**src/rtl/load_wb_unit_pkg.sv**
```systemverilog
`default_nettype none
// ============================================================================
// Module      : load_wb_unit_pkg
// Description : Shared load funct3 codes, write-back FSM encoding, AXI
//               constants and the load alignment helper.
// Revision    : 1.0 - initial release
// ============================================================================
package load_wb_unit_pkg;

  // RISC-V load funct3 codes; 3'b111 is unused by the ISA and treated as LD
  localparam logic [2:0] c_F3_LB     = 3'b000;
  localparam logic [2:0] c_F3_LH     = 3'b001;
  localparam logic [2:0] c_F3_LW     = 3'b010;
  localparam logic [2:0] c_F3_LD     = 3'b011;
  localparam logic [2:0] c_F3_LBU    = 3'b100;
  localparam logic [2:0] c_F3_LHU    = 3'b101;
  localparam logic [2:0] c_F3_LWU    = 3'b110;
  localparam logic [2:0] c_F3_LD_ALT = 3'b111;

  // Write-back FSM encoding
  typedef enum logic [1:0] {
    ST_IDLE = 2'd0,
    ST_AR   = 2'd1,
    ST_R    = 2'd2,
    ST_WB   = 2'd3
  } state_t;

  // AXI4 constants
  localparam logic [2:0] c_AXI_SIZE_8B    = 3'b011;
  localparam logic [1:0] c_AXI_BURST_INCR = 2'b01;
  localparam logic [1:0] c_AXI_RESP_OKAY   = 2'b00;
  localparam logic [1:0] c_AXI_RESP_EXOKAY = 2'b01;
  localparam logic [1:0] c_AXI_RESP_SLVERR = 2'b10;
  localparam logic [1:0] c_AXI_RESP_DECERR = 2'b11;

  // A load is misaligned when its natural size does not divide the offset
  function automatic logic is_misaligned(input logic [2:0] f3, input logic [2:0] off);
    logic r;
    case (f3)
      c_F3_LH, c_F3_LHU:     r = off[0];
      c_F3_LW, c_F3_LWU:     r = |off[1:0];
      c_F3_LD, c_F3_LD_ALT:  r = |off;
      default:               r = 1'b0;
    endcase
    return r;
  endfunction

endpackage
`default_nettype wire

```
**src/rtl/load_wb_unit_load_extend.sv**
```systemverilog
`default_nettype none
// ============================================================================
// Module      : load_extend
// Description : Selects the addressed bytes of a doubleword bus beat and
//               sign/zero-extends them according to the load funct3.
// Revision    : 1.0 - initial release
// ============================================================================
module load_extend
  import load_wb_unit_pkg::*;
#(
  parameter int XLEN = 64
) (
  input  logic [XLEN-1:0] i_data,
  input  logic [2:0]      i_offset,
  input  logic [2:0]      i_funct3,
  output logic [XLEN-1:0] o_data
);

  logic [XLEN-1:0] w_shifted;

  // Bring the addressed byte down to bit 0
  assign w_shifted = i_data >> {i_offset, 3'b000};

  // Extend the selected field; LD and the unused 3'b111 code pass through
  always_comb begin
    o_data = w_shifted;
    case (i_funct3)
      c_F3_LB:  o_data = {{(XLEN-8){w_shifted[7]}},   w_shifted[7:0]};
      c_F3_LH:  o_data = {{(XLEN-16){w_shifted[15]}}, w_shifted[15:0]};
      c_F3_LW:  o_data = {{(XLEN-32){w_shifted[31]}}, w_shifted[31:0]};
      c_F3_LBU: o_data = {{(XLEN-8){1'b0}},           w_shifted[7:0]};
      c_F3_LHU: o_data = {{(XLEN-16){1'b0}},          w_shifted[15:0]};
      c_F3_LWU: o_data = {{(XLEN-32){1'b0}},          w_shifted[31:0]};
      default:  o_data = w_shifted;
    endcase
  end

endmodule
`default_nettype wire

```
**src/rtl/load_wb_unit.sv**
```systemverilog
`default_nettype none
// ============================================================================
// Module      : load_wb_unit
// Description : Write-back stage. Forwards ALU results combinationally and
//               runs single-beat AXI4 reads for loads while stalling the core.
//               Optional macro LOAD_RESP_CHECK_EN: SLVERR/DECERR responses
//               raise load_fault and suppress the register write.
// Revision    : 1.0 - initial release
// ============================================================================
module load_wb_unit
  import load_wb_unit_pkg::*;
#(
  parameter int         XLEN   = 64,
  parameter int         ADDR_W = 64,
  parameter logic [3:0] AXI_ID = 4'd0
) (
  input  logic              clk,
  input  logic              rst,
  input  logic              load_valid,
  input  logic [ADDR_W-1:0] load_addr,
  input  logic [2:0]        load_funct3,
  input  logic [4:0]        load_rd,
  input  logic              alu_wb_valid,
  input  logic [4:0]        alu_rd,
  input  logic [XLEN-1:0]   alu_data,
  output logic              stall,
  output logic              reg_write_ena,
  output logic [4:0]        write_addr,
  output logic [XLEN-1:0]   write_data,
  output logic              load_misalign,
  output logic              load_fault,
  output logic [ADDR_W-1:0] araddr,
  output logic              arvalid,
  input  logic              arready,
  output logic [3:0]        arid,
  output logic [7:0]        arlen,
  output logic [2:0]        arsize,
  output logic [1:0]        arburst,
  input  logic [XLEN-1:0]   rdata,
  input  logic [1:0]        rresp,
  input  logic              rlast,
  input  logic              rvalid,
  output logic              rready
);

  state_t            r_state;
  state_t            w_next;
  logic [ADDR_W-1:0] r_addr;
  logic [2:0]        r_funct3;
  logic [4:0]        r_rd;
  logic [XLEN-1:0]   r_data;
  logic [1:0]        r_resp;
  logic              w_misaligned;
  logic              w_accept;
  logic              w_resp_err;
  logic [XLEN-1:0]   w_ext;
  logic              w_unused;

  assign w_misaligned = is_misaligned(load_funct3, load_addr[2:0]);

`ifdef LOAD_RESP_CHECK_EN
  assign w_resp_err = (r_resp == c_AXI_RESP_SLVERR) || (r_resp == c_AXI_RESP_DECERR);
`else
  assign w_resp_err = 1'b0;
`endif

  // rlast is redundant with arlen=0; r_resp is only consulted with the check enabled
  assign w_unused = ^{rlast, r_resp};

  // Constant AR fields; everything reads 0 while reset is asserted
  assign araddr  = {r_addr[ADDR_W-1:3], 3'b000};
  assign arid    = rst ? AXI_ID           : 4'd0;
  assign arlen   = 8'd0;
  assign arsize  = rst ? c_AXI_SIZE_8B    : 3'b000;
  assign arburst = rst ? c_AXI_BURST_INCR : 2'b00;

  load_extend #(.XLEN(XLEN)) u_load_extend (
    .i_data   (r_data),
    .i_offset (r_addr[2:0]),
    .i_funct3 (r_funct3),
    .o_data   (w_ext)
  );

  // State register plus load context latched at accept and beat capture
  always_ff @(posedge clk or negedge rst) begin
    if (!rst) begin
      r_state  <= ST_IDLE;
      r_addr   <= '0;
      r_funct3 <= 3'b000;
      r_rd     <= 5'd0;
      r_data   <= '0;
      r_resp   <= 2'b00;
    end else begin
      r_state <= w_next;
      if (w_accept) begin
        r_addr   <= load_addr;
        r_funct3 <= load_funct3;
        r_rd     <= load_rd;
      end
      if (r_state == ST_R && rvalid) begin
        r_data <= rdata;
        r_resp <= rresp;
      end
    end
  end

  // Next state and all handshake/write-port outputs; reset forces them low
  always_comb begin
    w_next        = r_state;
    w_accept      = 1'b0;
    stall         = 1'b0;
    reg_write_ena = 1'b0;
    write_addr    = 5'd0;
    write_data    = '0;
    load_misalign = 1'b0;
    load_fault    = 1'b0;
    arvalid       = 1'b0;
    rready        = 1'b0;
    if (rst) begin
      case (r_state)
        ST_IDLE: begin
          if (load_valid && w_misaligned) begin
            load_misalign = 1'b1;
          end else if (load_valid) begin
            stall    = 1'b1;
            w_accept = 1'b1;
            w_next   = ST_AR;
          end else begin
            reg_write_ena = alu_wb_valid && (alu_rd != 5'd0);
            write_addr    = alu_rd;
            write_data    = alu_data;
          end
        end
        ST_AR: begin
          stall   = 1'b1;
          arvalid = 1'b1;
          if (arready) w_next = ST_R;
        end
        ST_R: begin
          stall  = 1'b1;
          rready = 1'b1;
          if (rvalid) w_next = ST_WB;
        end
        default: begin
          reg_write_ena = (r_rd != 5'd0) && !w_resp_err;
          load_fault    = w_resp_err;
          write_addr    = r_rd;
          write_data    = w_ext;
          w_next        = ST_IDLE;
        end
      endcase
    end
  end

endmodule
`default_nettype wire

```
**config.mk**
```make
export PLATFORM = sky130hd
export DESIGN_NAME = load_wb_unit
export DESIGN_NICKNAME = d
export VERILOG_FILES = /design/src/rtl/load_wb_unit_pkg.sv /design/src/rtl/load_wb_unit_load_extend.sv /design/src/rtl/load_wb_unit.sv
export SDC_FILE = /design/constraint.sdc
export NUM_CORES = 1
export LEC_CHECK = 0
export BUFFER_PORTS_ARGS = -buffer_cell sky130_fd_sc_hd__buf_2
export CAP_MARGIN = 20
export CORE_ASPECT_RATIO = 1.1
export CORE_MARGIN = 10
export CORE_UTILIZATION = 51
export DETAILED_ROUTE_END_ITERATION = 10
export PLACE_DENSITY = 0.82
export SYNTH_ARGS = -nofsm -noshare
export SYNTH_HDL_FRONTEND = slang
export SYNTH_HIERARCHICAL = 1
export SYNTH_SLANG_ARGS = --single-unit
```
**constraint.sdc**
```tcl
create_clock -name clk -period 4 [get_ports clk]
set_input_delay 1 -clock clk [delete_from_list [all_inputs] [get_ports clk]]
set_output_delay 1 -clock clk [all_outputs]
set_load 0.01 [all_outputs]
```
==> flow_summary.json <==
{
  "status": "completed",
  "clk_transition_reported_paths_ps": 60,
  "vias_per_cell": 5.55,
  "ys_types": 46,
  "h-tree-depth": 4,
  "first_global_vias": 8574,
  "ys_ff_latch": 138,
  "grt_pass1_wl_um": 48300,
  "worstSetupEndpointType": "output port",
  "fmax_ghz": 0.251,
  "multiInputGateArea_um2": 5580,
  "num_vias": 8503,
  "crit_arrival_ps": 2980,
  "setup_viol": 0,
  "power_mw": 10.3,
  "start_util": 0.522,
  "setup.worst_path.start_class": "register",
  "core_um2": 19200,
  "seqCellArea_um2": 3460,
  "dpl.cell_count": 1474,
  "hp-class": "reg2reg",
  "drive_gt1_frac": 0.478,
  "fill_cells": 1555,
  "holdWs_ps": 508,
  "num_rows": 53,
  "postLayoutSetupSlackWorst_ps": 19.8,
  "period_needed_ps": 3980,
  "worstMarginPinSlew_ps": 706,
  "vdd.ir_drop.worst_mv": 0.490,
  "overflow": 0,
  "p_per_area_nw_per_um2": 850,
  "synth-edff-count": 0,
  "areaGrowthSynthToFinish_pct": 20.4,
  "antenna_left": 0,
  "die_h_um": 167,
  "yosysMostFrequentCell": "nand2_1",
  "grt_max_degree": 110,
  "final.setup_skew_ps": 14.0,
  "netlist_area_um2": 10000,
  "rsz0062_at_grt": "true",
  "drv_cap": 0,
  "synth.area.top_cells": "dfrtp_1 34%, mux2_4 10%, mux2_2 8.1%",
  "pin_count": 370,
  "wl_um": 32000,
  "yosysTopAreaCell": "dfrtp_1",
  "drc_errors": 0,
  "synth_cells": 1004,
  "final_cell_count_no_fill": 1533,
  "grtUsageTotal": 0.233,
  "synth_ff_type": "dfrtp_1",
  "netlist_top_cells_count": "192 x nand2_1, 138 x dfrtp_1, 91 x o21ai_0, 82 x buf_4, 74 x and2_1",
  "hold_viol_final": 0,
  "hold_buffers": 0,
  "cts_tree": "done",
  "antenna_found_initial": 24,
  "dieWidth_um": 154,
  "post-place-ws_ps": 181,
  "portBuffers": 348,
  "required_ps": 3000,
  "finalNetCount": 1478,
  "gp_congestion": 0.933,
  "clockBufferDepth": 2,
  "p_leak_nw": 6.10,
  "first_pass_iters": 8,
  "wl_per_cell_um": 20.9,
  "path_max_fanout": 6,
  "avgSynthCellArea_um2": 9.99,
  "fin_crit_sh": 0.995,
  "root_buffer": "clkbuf_16",
  "cts_buffers": 17,
  "synth_adder_area_share": 0.00499,
  "synth-xor-area-share": 0,
  "drt_iter0_markers": 649,
  "clock_latency_ps": 410,
  "yosys.area_share.simple": 0.176,
  "yosys_warnings": 6,
  "dpl.hpwl_um": 24800,
  "synth_compound_area_frac": 0.0681,
  "synth_top_area_frac": 0.344,
  "dieArea_um2": 25700,
  "max_slew_margin": 0.529,
  "yosysSeqAreaShare": 0.344,
  "maxSlewViolCount": 0,
  "async_flop_share": 1.00,
  "clock-sinks": 138,
  "synth_top_family_by_area": "multiplexers",
  "utilization": 0.628,
  "synthMuxAreaShare": 0.292,
  "path_class": "reg2out"
}
## cells by family after synthesis
logic type	count (synthesis)
AND/OR/NAND/NOR	362
multiplexers	210
AO/OA/AOI/OAI	119
other	1
adder cells (fa/ha/maj)	4
flip-flops	138
buffers and inverters	170
## worst max-delay path: stages (launching register included)
cell,delay (ps)
dfrtp_2,480
mux2i_4,220
mux4_2,520
or4_4,630
buf_6,160
o21ai_1,110
nand2_1,80
o21ai_0,90
and2_1,150
buf_2,130
## stage by stage
stage / setup TNS, ps / cell area, um^2
after global placement: 0 / 11300
final: 0 / 12100
after global routing: -2310 / 12100
after CTS: 0 / 11900
after detailed placement: 0 / 11300
after floorplan: 0 / 10100
## routing by layer
metal / track usage / up-vias / part of all wire
met5: 0 / - / 0.0047
met4: 0.0658 / 24 / 0.021
met3: 0.106 / 61 / 0.13
met2: 0.388 / 494 / 0.48
met1: 0.265 / 4001 / 0.36
li1: - / 3923 / -
## cell type report
| type | count | area share |
|---|---|---|
| antenna | 13 | 0.00269 |
| clock buffer | 20 | 0.0378 |
| clock inverter | 12 | 0.0116 |
| inverter | 5 | 0.00155 |
| multi-input combinational | 715 | 0.462 |
| sequential | 138 | 0.286 |
| tap | 247 | 0.0256 |
| timing repair buffer | 383 | 0.173 |
## cells in the final DEF, fill, tap and decap left out, types with 3 or more instances in the layout
master / n
a31oi_1: 3
and2_0: 3
and2_1: 74
and3_1: 8
buf_2: 346
buf_4: 27
buf_6: 5
clkbuf_16: 18
clkinv_4: 4
clkinvlp_4: 3
conb_1: 18
dfrtp_1: 135
diode_2: 13
ha_1: 3
inv_1: 4
mux2_2: 72
mux2_4: 70
mux2i_1: 36
mux4_2: 31
nand2_1: 191
nand2b_1: 4
nand3_1: 13
nand3_2: 4
nand4_1: 30
nor2_1: 13
nor2b_1: 9
o2111ai_1: 4
o21ai_0: 86
o21ai_1: 3
o2bb2ai_1: 8
## sequential cells by signal, summed over array words and instances (netlist names)
| register | count |
|---|---|
| r_addr | 64 |
| r_funct3 | 3 |
| r_rd | 5 |
| r_data | 64 |
| r_state | 2 |
## worst paths after layout
check | start | end | slack (ps) | cells past startpoint
setup / recovery | r_addr[1] | write_data[13] | 20 | 9
setup reg to reg | r_state[0] | r_state[1] | 1900 | 7
hold / removal | r_addr[60] | r_addr[60] | 510 | 1
min in group asynchronous | rst | r_data[27] | 600 | 1
hold reg to reg | r_addr[60] | r_addr[60] | 510 | 1
max in group asynchronous | rst | r_addr[0] | 2250 | 2
## repair_timing
item                                    CTS  global route
gates cloned                              1             2
pin swaps                                 1             5
gates resized for setup                   1            22
endpoints found under the setup margin   49            51
setup buffers                             3             8
## where the power goes
part / switching [mW] / leakage, nW / internal, mW
clock: 0.596 / 0.283 / 0.957
sequential: 0.818 / 1.65 / 2.11
combinational: 2.87 / 4.16 / 2.92
(Power assumes the default switching activity.)
